File: src/rtl/snake_pkg.sv
// Shared types and board constants for the two-snake round referee.
package snake_pkg;

    localparam int GRID_W_C = 40;
    localparam int GRID_H_C = 30;

    typedef enum logic [1:0] {
        CELL_EMPTY = 2'd0,
        CELL_S1    = 2'd1,
        CELL_S2    = 2'd2,
        CELL_WALL  = 2'd3
    } cell_t;

    typedef enum logic [2:0] {
        IDLE  = 3'd0,
        ARMED = 3'd1,
        RD1   = 3'd2,
        RD2   = 3'd3,
        EVAL  = 3'd4,
        DONE  = 3'd5
    } ref_state_t;

    typedef logic [5:0] coord_x_t;
    typedef logic [4:0] coord_y_t;

endpackage

File: src/rtl/snake_referee_grid_addr.sv
// Combinational cell index (y*40 + x) plus in-bounds flag; out-of-bounds cells map to index 0.
module grid_addr
    import snake_pkg::*;
#(
    parameter int GRID_W = GRID_W_C,
    parameter int GRID_H = GRID_H_C
) (
    input  logic [5:0]  x,
    input  logic [4:0]  y,
    output logic [10:0] addr,
    output logic        in_bounds
);

    localparam logic [6:0] W_LIM = 7'(GRID_W);
    localparam logic [5:0] H_LIM = 6'(GRID_H);

    always_comb begin
        in_bounds = ({1'b0, x} < W_LIM) && ({1'b0, y} < H_LIM);
        addr      = '0;
        if (in_bounds) begin
            // y*40 as (y<<5)+(y<<3) avoids a multiplier
            addr = {1'b0, y, 5'b0} + {3'b0, y, 3'b0} + {5'b0, x};
        end
    end

endmodule

File: src/rtl/snake_referee.sv
// Round referee: reads both head cells from the occupancy RAM on each post-grace tick and latches the outcome.
// Latency: evaluating tick at T gives outcome at T+4; ticks while busy, idle or done are dropped.
module snake_referee
    import snake_pkg::*;
#(
    parameter int GRID_W      = GRID_W_C,
    parameter int GRID_H      = GRID_H_C,
    parameter int GRACE_TICKS = 2
) (
    input  logic        Clk,
    input  logic        Reset,
    input  logic        LD_Map1,
    input  logic        tick,
    input  logic [5:0]  head1_x,
    input  logic [4:0]  head1_y,
    input  logic [5:0]  head2_x,
    input  logic [4:0]  head2_y,
    output logic        occ_rd,
    output logic [10:0] occ_addr,
    input  logic [1:0]  occ_data,
    output logic        player1wins,
    output logic        player2wins,
    output logic        tie,
    output logic        busy
);

    ref_state_t state_q, state_d;
    logic [7:0] grace_q, grace_d;
    coord_x_t   h1x_q, h1x_d, h2x_q, h2x_d;
    coord_y_t   h1y_q, h1y_d, h2y_q, h2y_d;
    cell_t      c1_q, c1_d;
    logic       p1_q, p1_d, p2_q, p2_d, tie_q, tie_d;

    logic [10:0] addr1, addr2;
    logic        inb1, inb2;
    logic        same_cell, dead1, dead2;

    grid_addr #(.GRID_W(GRID_W), .GRID_H(GRID_H)) u_addr1 (
        .x(h1x_q), .y(h1y_q), .addr(addr1), .in_bounds(inb1)
    );

    grid_addr #(.GRID_W(GRID_W), .GRID_H(GRID_H)) u_addr2 (
        .x(h2x_q), .y(h2y_q), .addr(addr2), .in_bounds(inb2)
    );

    // c1 comes from the flop, c2 is the read returning during EVAL
    always_comb begin
        same_cell = (h1x_q == h2x_q) && (h1y_q == h2y_q);
        dead1     = !inb1 || (c1_q != CELL_EMPTY) || same_cell;
        dead2     = !inb2 || (cell_t'(occ_data) != CELL_EMPTY) || same_cell;
    end

    always_comb begin
        state_d = state_q;
        grace_d = grace_q;
        h1x_d   = h1x_q;
        h1y_d   = h1y_q;
        h2x_d   = h2x_q;
        h2y_d   = h2y_q;
        c1_d    = c1_q;
        p1_d    = p1_q;
        p2_d    = p2_q;
        tie_d   = tie_q;

        if (!LD_Map1) begin
            state_d = IDLE;
            grace_d = '0;
            p1_d    = 1'b0;
            p2_d    = 1'b0;
            tie_d   = 1'b0;
        end else begin
            case (state_q)
                IDLE: begin
                    state_d = ARMED;
                    grace_d = 8'(GRACE_TICKS);
                end
                ARMED: begin
                    if (tick) begin
                        if (grace_q != '0) begin
                            grace_d = grace_q - 8'd1;
                        end else begin
                            h1x_d   = head1_x;
                            h1y_d   = head1_y;
                            h2x_d   = head2_x;
                            h2y_d   = head2_y;
                            state_d = RD1;
                        end
                    end
                end
                RD1: state_d = RD2;
                RD2: begin
                    c1_d    = cell_t'(occ_data);
                    state_d = EVAL;
                end
                EVAL: begin
                    if (dead1 || dead2) begin
                        state_d = DONE;
                        tie_d   = dead1 && dead2;
                        p2_d    = dead1 && !dead2;
                        p1_d    = dead2 && !dead1;
                    end else begin
                        state_d = ARMED;
                    end
                end
                DONE:    state_d = DONE;
                default: state_d = IDLE;
            endcase
        end
    end

    always_ff @(posedge Clk) begin
        if (Reset) begin
            state_q <= IDLE;
            grace_q <= '0;
            h1x_q   <= '0;
            h1y_q   <= '0;
            h2x_q   <= '0;
            h2y_q   <= '0;
            c1_q    <= CELL_EMPTY;
            p1_q    <= 1'b0;
            p2_q    <= 1'b0;
            tie_q   <= 1'b0;
        end else begin
            state_q <= state_d;
            grace_q <= grace_d;
            h1x_q   <= h1x_d;
            h1y_q   <= h1y_d;
            h2x_q   <= h2x_d;
            h2y_q   <= h2y_d;
            c1_q    <= c1_d;
            p1_q    <= p1_d;
            p2_q    <= p2_d;
            tie_q   <= tie_d;
        end
    end

    always_comb begin
        occ_rd   = 1'b0;
        occ_addr = '0;
        busy     = 1'b0;
        case (state_q)
            RD1: begin
                occ_rd   = 1'b1;
                occ_addr = addr1;
                busy     = 1'b1;
            end
            RD2: begin
                occ_rd   = 1'b1;
                occ_addr = addr2;
                busy     = 1'b1;
            end
            EVAL:    busy = 1'b1;
            default: busy = 1'b0;
        endcase
    end

    assign player1wins = p1_q;
    assign player2wins = p2_q;
    assign tie         = tie_q;

endmodule

File: config.mk
export PLATFORM = sky130hd
export DESIGN_NAME = snake_referee
export DESIGN_NICKNAME = d
export VERILOG_FILES = /design/src/rtl/snake_pkg.sv /design/src/rtl/snake_referee_grid_addr.sv /design/src/rtl/snake_referee.sv
export SDC_FILE = /design/constraint.sdc
export NUM_CORES = 1
export LEC_CHECK = 0
export CORE_ASPECT_RATIO = 2
export CORE_MARGIN = 2
export CORE_UTILIZATION = 35
export DETAILED_ROUTE_END_ITERATION = 12
export SLEW_MARGIN = 20
export SYNTH_ARGS = -nofsm -noshare
export SYNTH_HDL_FRONTEND = slang
export SYNTH_SLANG_ARGS = --single-unit
File: constraint.sdc
create_clock -name Clk -period 2.65 [get_ports Clk]
set_input_delay 0.265 -clock Clk [delete_from_list [all_inputs] [get_ports Clk]]
set_output_delay 0.265 -clock Clk [all_outputs]
set_load 0.01 [all_outputs]
==> metrics.cfg <==
[run_status]
run_status=finished, violations left
failed_checks=setup timing

[placed_design]
place.detailed.hpwl_um=4780
dpl.cell_count=446
port_buffers=43
placed_area_um2=3090
routability_congestion_estimate=0.869

[worst_setup_path]
crit_required_ps=2380
timing.critical_path.from_type=register
worst_setup_path_end_kind=output port
critical-path-max-stage-delay_ps=600
worstPathMaxFanout=2
path_cells=inv_2 -> fa_2 -> inv_2 -> ha_4 -> a211oi_2 -> o21bai_1 -> a21oi_1 -> xor2_1 -> o22ai_1 -> buf_2
cpMostUsedCell=sky130_fd_sc_hd__inv_2
worstSetupPathType=register to output port
worst-endpoint-arrival_ps=2390
cpMaxStageDelayCell=sky130_fd_sc_hd__fa_2
timing.reg2reg.worst_path_depth=5

[timing]
setup_viol=1
hold-worst-slack_ps=485
finClkSkew_ps=5.88
tightestPinTransition_ps=594
max_clock_freq_mhz=376
period_needed_ps=2660
timing.final.ws_setup_ps=-7.03
fin_crit_sh=1.00
timing.slew.headroom=0.604
timing_max_transition_violations_final=0
timing.final.hold_violations=0
grt_setup_unrepaired=true

[worst_hold_path]
min_path_cells=2
holdCritPathClass=register to register

[yosys]
synth_common_cells=sky130_fd_sc_hd__nand2_1 (55), sky130_fd_sc_hd__dfxtp_1 (38), sky130_fd_sc_hd__a21oi_1 (30), sky130_fd_sc_hd__ha_1 (20), sky130_fd_sc_hd__nor2_1 (20)
number_of_synthesized_flops_with_an_enable_pin=0
yosys_warnings=0
synth_async_sr_flop_share=0
yosys.area.top_type_share=0.312
synth.top_cells.by_area=sky130_fd_sc_hd__dfxtp_1 (31%), sky130_fd_sc_hd__ha_1 (10%), sky130_fd_sc_hd__nand2_1 (8.5%)
synthCells=297
synth_top_flop_cell=sky130_fd_sc_hd__dfxtp_1
post_synth.cell_area_avg_um2=8.21
yosysUniqueCellTypes=43
postSynthRegisterBits=38
synthMostInstantiatedCell=sky130_fd_sc_hd__nand2_1
synth.yosys.seq_area_share=0.312
syn_area_um2=2440
synth.largest_area_cell=sky130_fd_sc_hd__dfxtp_1
synth_fp_nets=349

[global_route]
global_route.usage.total=0.172
antenna_found_initial=0
grt_pass1_vias=2288
global_route_wire_length_before_repair_um=10400
grt_max_degree=25
gr-total-overflow=0

[route]
drtAntennaViolNets=0
drt_first_pass_iters=4
first_iter_violations=129
post_drt_via_cell_ratio=4.94
vias=2246
remaining_drc_errors=0
wire_per_inst_um=13.5
drt_wl_total_um=6160

[power]
p_sw_frac=0.247
combPwrFrac=0.141
totalPowerFinal_mw=1.41
pwr-share-clk=0.435
worst_ir_drop_vdd_v=0.000354
power_per_cell_area_nw_per_um2=429
power.share.sequential=0.425
p_switching_mw=0.349
power_leakage_nw=1.38
internal-power_mw=1.06

[finish]
synthToLayoutAreaGrowth_pct=34.8
diodes=0
n_fill_cell=695
post_route_cells_drive_above_1_share=0.184
finalInstanceArea_um2=3280
finish.utilization=0.481
instances_no_fill=455
finish.net_count=416

[clocking]
clkSinkCount=38
ctsHtreeMaxLevel=2
clockBufferDepth=2
cts.hold.buffers_added=0
tritoncts_clock_tree=done
clock_insertion_delay_worst_skew_ps=290
path_clk_slew_ps=60
cts_buffers=5
clk_root_buffer_cell=sky130_fd_sc_hd__clkbuf_16

[floorplanning]
floorplan.rows=43
floorplan.core_area_um2=6830
floorplan.die.height_um=122
area_of_the_die_um2=7690
x_dimension_of_the_die_um=63.0
initial_core_util=0.357
floorplan.io_pins=44

[run]
max_cap_viol_count=0

-- sequential cells by signal (all words and copies together), names as in the netlist --
register     count
grace_q          8
h1x_q            6
h2x_q            6
h1y_q            5
h2y_q            5
state_q          3
c1_q             2
player1wins      1
player2wins      1
tie              1
-- final cells by class --
| cell class | count | area [um^2] | area share |
|---|---|---|---|
| inverter | 19 | 71.3 | 0.0217 |
| clock inverter | 2 | 12.5 | 0.00381 |
| tap | 90 | 113 | 0.0343 |
| timing repair buffer | 70 | 611 | 0.186 |
| clock buffer | 6 | 139 | 0.0423 |
| multi-input combinational | 230 | 1570 | 0.478 |
| sequential | 38 | 767 | 0.234 |
-- through the flow --
| stage | setup WS (ps) | setup TNS [ps] |
|---|---|---|
| final | -7.03 | -7.03 |
| after global placement | -216 | -600 |
| after global routing | -113 | -232 |
| after CTS | -106 | -106 |
| after floorplan | 261 | 0 |
| after detailed placement | -233 | -749 |
-- power groups by stage --
stage               registers [mW]  logic (mW)  clock network [mW]
floorplan                    0.607       0.120                   0
global placement             0.610       0.191                   0
detailed placement           0.610       0.192                   0
CTS                          0.598       0.196               0.628
global route                 0.600       0.220               0.655
finish                       0.598       0.198               0.613
-- placed cells by master (no fill, tap or decap), drive strengths merged, types with 11 or more instances in the layout --
cell,count
inv,19
ha,20
a21oi,30
nand2,55
buf,31
xnor2,11
dfxtp,38
clkdlybuf4s50,37
xor2,15
nor2,20
-- metal layers --
metal | wire (um) | track usage | vias up
met5 | 0 | 0 | -
met4 | 110 | 0.0694 | 0
met3 | 318 | 0.0416 | 8
met2 | 3110 | 0.301 | 60
met1 | 2630 | 0.199 | 1028
li1 | - | - | 1150
-- path summary, 6_finish.rpt --
path                   start     endpoint  slack [ps]
hold / removal      h2x_q[0]     h2x_q[0]         480
setup / recovery    h2y_q[0]  occ_addr[9]          -7
setup reg to reg  grace_q[2]     h1x_q[5]         610
hold reg to reg     h2x_q[0]     h2x_q[0]         480
-- worst max-delay path: cells and delay by family, from the launching register on --
family	cells	cell delay, ps
compound gates	4	560
xor+xnor	1	170
fa+ha+maj	2	810
flops	1	330
buf+inv	3	250
-- repair_timing --
| item | in CTS | in global routing |
|---|---|---|
| pin swaps | 9 | 16 |
| buffers inserted | 0 | 1 |
| gates resized for setup | 27 | 17 |
| setup endpoints to repair | 6 | 5 |
-- logic make-up (layout without fill, tap and decap cells) --
logic type,after synthesis,count (layout),share of synthesized area
xor+xnor,26,26,0.0934
fa+ha+maj,24,24,0.136
compound gates,64,64,0.161
flops,38,38,0.312
mux,2,2,0.00821
buf+inv,29,97,0.0657
simple gates,114,114,0.224
Power figures use the tool's default switching activity.
==> RTL edit (same settings) <==
Put one more register stage on the output `tie`, cleared by the reset. The value now appears one clock later. The other outputs are not delayed to match.
--- a/src/rtl/snake_referee.sv
+++ b/src/rtl/snake_referee.sv
@@ -156,7 +156,13 @@
 
     assign player1wins = p1_q;
     assign player2wins = p2_q;
-    assign tie         = tie_q;
+    always_ff @(posedge Clk) begin
+        if (Reset) begin
+            tie <= '0;
+        end else begin
+            tie <= tie_q;
+        end
+    end
 
 endmodule
 
Behaviour: not the same (a bounded check fails within 10 cycles, from zero or initial values and one cycle with Reset high).
==> RTL edit against the unedited design <==
The flow still finishes with violations (setup timing); via count is 4.0% higher; synthesized area rose by 3.3%; sequential cell count is 1 higher; setup slack got worse by 0.062 ns; wire length rose by 9.6%; clock power up 15%; total power is 8.0% higher; design area is 3.6% higher; count of clock-buffer cells in the layout stayed put; critical endpoint is now occ_addr[10]; largest power group unchanged.
==> RTL edit: results (changes against the unedited design) <==
Yosys
  • Most area-consuming cells after synthesis: sky130_fd_sc_hd__dfxtp_1 31%, sky130_fd_sc_hd__ha_1 9.9%, sky130_fd_sc_hd__xor2_1 8.0%
  • Top cells by instance count after synthesis: 53 x sky130_fd_sc_hd__nand2_1, 39 x sky130_fd_sc_hd__dfxtp_1, 30 x sky130_fd_sc_hd__a21oi_1
  • Distinct cell type count of the synthesized netlist: 44 (+2.3%)
  • Syn_nets: 352 (+0.86%)
  • Seq/Total Area, Yosys: 0.310 (-0.00213)

Status
  • Violations in the final reports: setup timing
  • Run status: complete, but fails checks

Finish
  • Layout fillers: 664 (-4.5%)
  • Count of antenna diodes in the layout: 0 (unchanged)
  • Share of final-layout standard cells stronger than drive strength 1: 0.184 (+0.000438)
  • Sequential standard cell area: 785 sq um (+2.3%)

Place
  • Cell area after placement: 0.00318 sq mm (+3.0%)
  • Final Wtd Congestion: 0.829 (-4.7%)
  • Sum of net half-perimeters after detailed placement: 5410 um (+13%)

Global routing
  • Number of global-route vias before repair: 2397 (+4.8%)
  • First-pass GRT wire length: 11100 um (+6.7%)
  • Pin count of the biggest net entering global routing: 26 (+4.0%)
  • Total global-route track usage: 0.183 (+0.0107)

Pwr
  • Static Leakage: 1.50 nW (+8.2%)
  • IR Drop Worst-Case VDD: 0.288 mV (-19%)

Worst hold path
  • Hold path startpoint: tie_q
  • Instance count along the most critical hold path: 1 (-1)

Timing
  • Post-route clock skew: 0.00542 ns (-0.000457 ns)
  • Setup violation total in the final timing report: 1 (unchanged)
  • Post-route setup slack: -0.0688 ns (-0.0618 ns)
  • Transition time of the tightest slew-check pin: 0.532 ns (-0.0616 ns)

Route
  • Initial drt markers: 69 (-47%)
  • Total via count in the routed design: 2336 (+4.0%)
  • Number of optimization iterations in the first detailed-route pass: 5 (+1)

Setup path
  • Launching instance or port of the critical path: h2x_q[5]
  • Arrival time at the worst endpoint: 2.45 ns (+0.06 ns)
  • CP max stage cell: sky130_fd_sc_hd__fa_1
  • Top cell family by delay on the critical path: adder cells
  • Worst Reg2Reg Path Length in Cells: 7 (+2)

Clocking
  • Number of H-tree branching levels: 2 (unchanged)
==> RTL edit: routing by layer <==
layer | track usage | up-vias | wire (um)
met4 | 0.105 | 0 | 295
li1 | - | 1185 | -
met5 | 0 | - | 0
met1 | 0.173 | 1078 | 2330
met3 | 0.0253 | 19 | 216
met2 | 0.362 | 54 | 3910
==> RTL edit: final cells by class <==
cell class                 count  share of cell area
sequential                    39               0.231
clock inverter                 2              0.0103
timing repair buffer          76               0.192
tap                           90              0.0331
multi-input combinational    233               0.473
inverter                      19              0.0210
clock buffer                   6              0.0408
==> RTL edit: path summary, 6_finish.rpt <==
| kind | to | slack, ns |
|---|---|---|
| min | tie | 0.47 |
| min reg2reg | tie | 0.47 |
| max reg2reg | h1y_q[2] | 0.56 |
| max | occ_addr[10] | -0.07 |
==> RTL edit: cell families after synthesis <==
| family | count (synthesis) | synth area share |
|---|---|---|
| simple gates | 111 | 0.214 |
| buf+inv | 28 | 0.0705 |
| fa+ha+maj | 24 | 0.131 |
| flops | 39 | 0.310 |
| xor+xnor | 25 | 0.0869 |
| compound gates | 70 | 0.173 |
| mux | 3 | 0.0139 |
==> RTL edit: stage by stage <==
stage	TNS [ns]	cells	worst slack, ns
floorplan	0	300	0.262
global placement	-0.723	454	-0.273
detailed placement	-0.854	454	-0.265
CTS	-0.0602	464	-0.0305
global route	-0.474	465	-0.175
finish	-0.0688	465	-0.0688
==> RTL edit: what timing repair did <==
action	4_1_cts	5_1_grt
resized for setup	30	6
setup endpoints to repair	6	4
hold buffers	0	0
buffers inserted	2	1
pin swaps	11	7
==> RTL edit: where the power goes <==
part	total (mW)	internal [mW]	switching, mW
clock	0.707	0.468	0.239
combinational	0.205	0.105	0.0992
sequential	0.610	0.599	0.0112
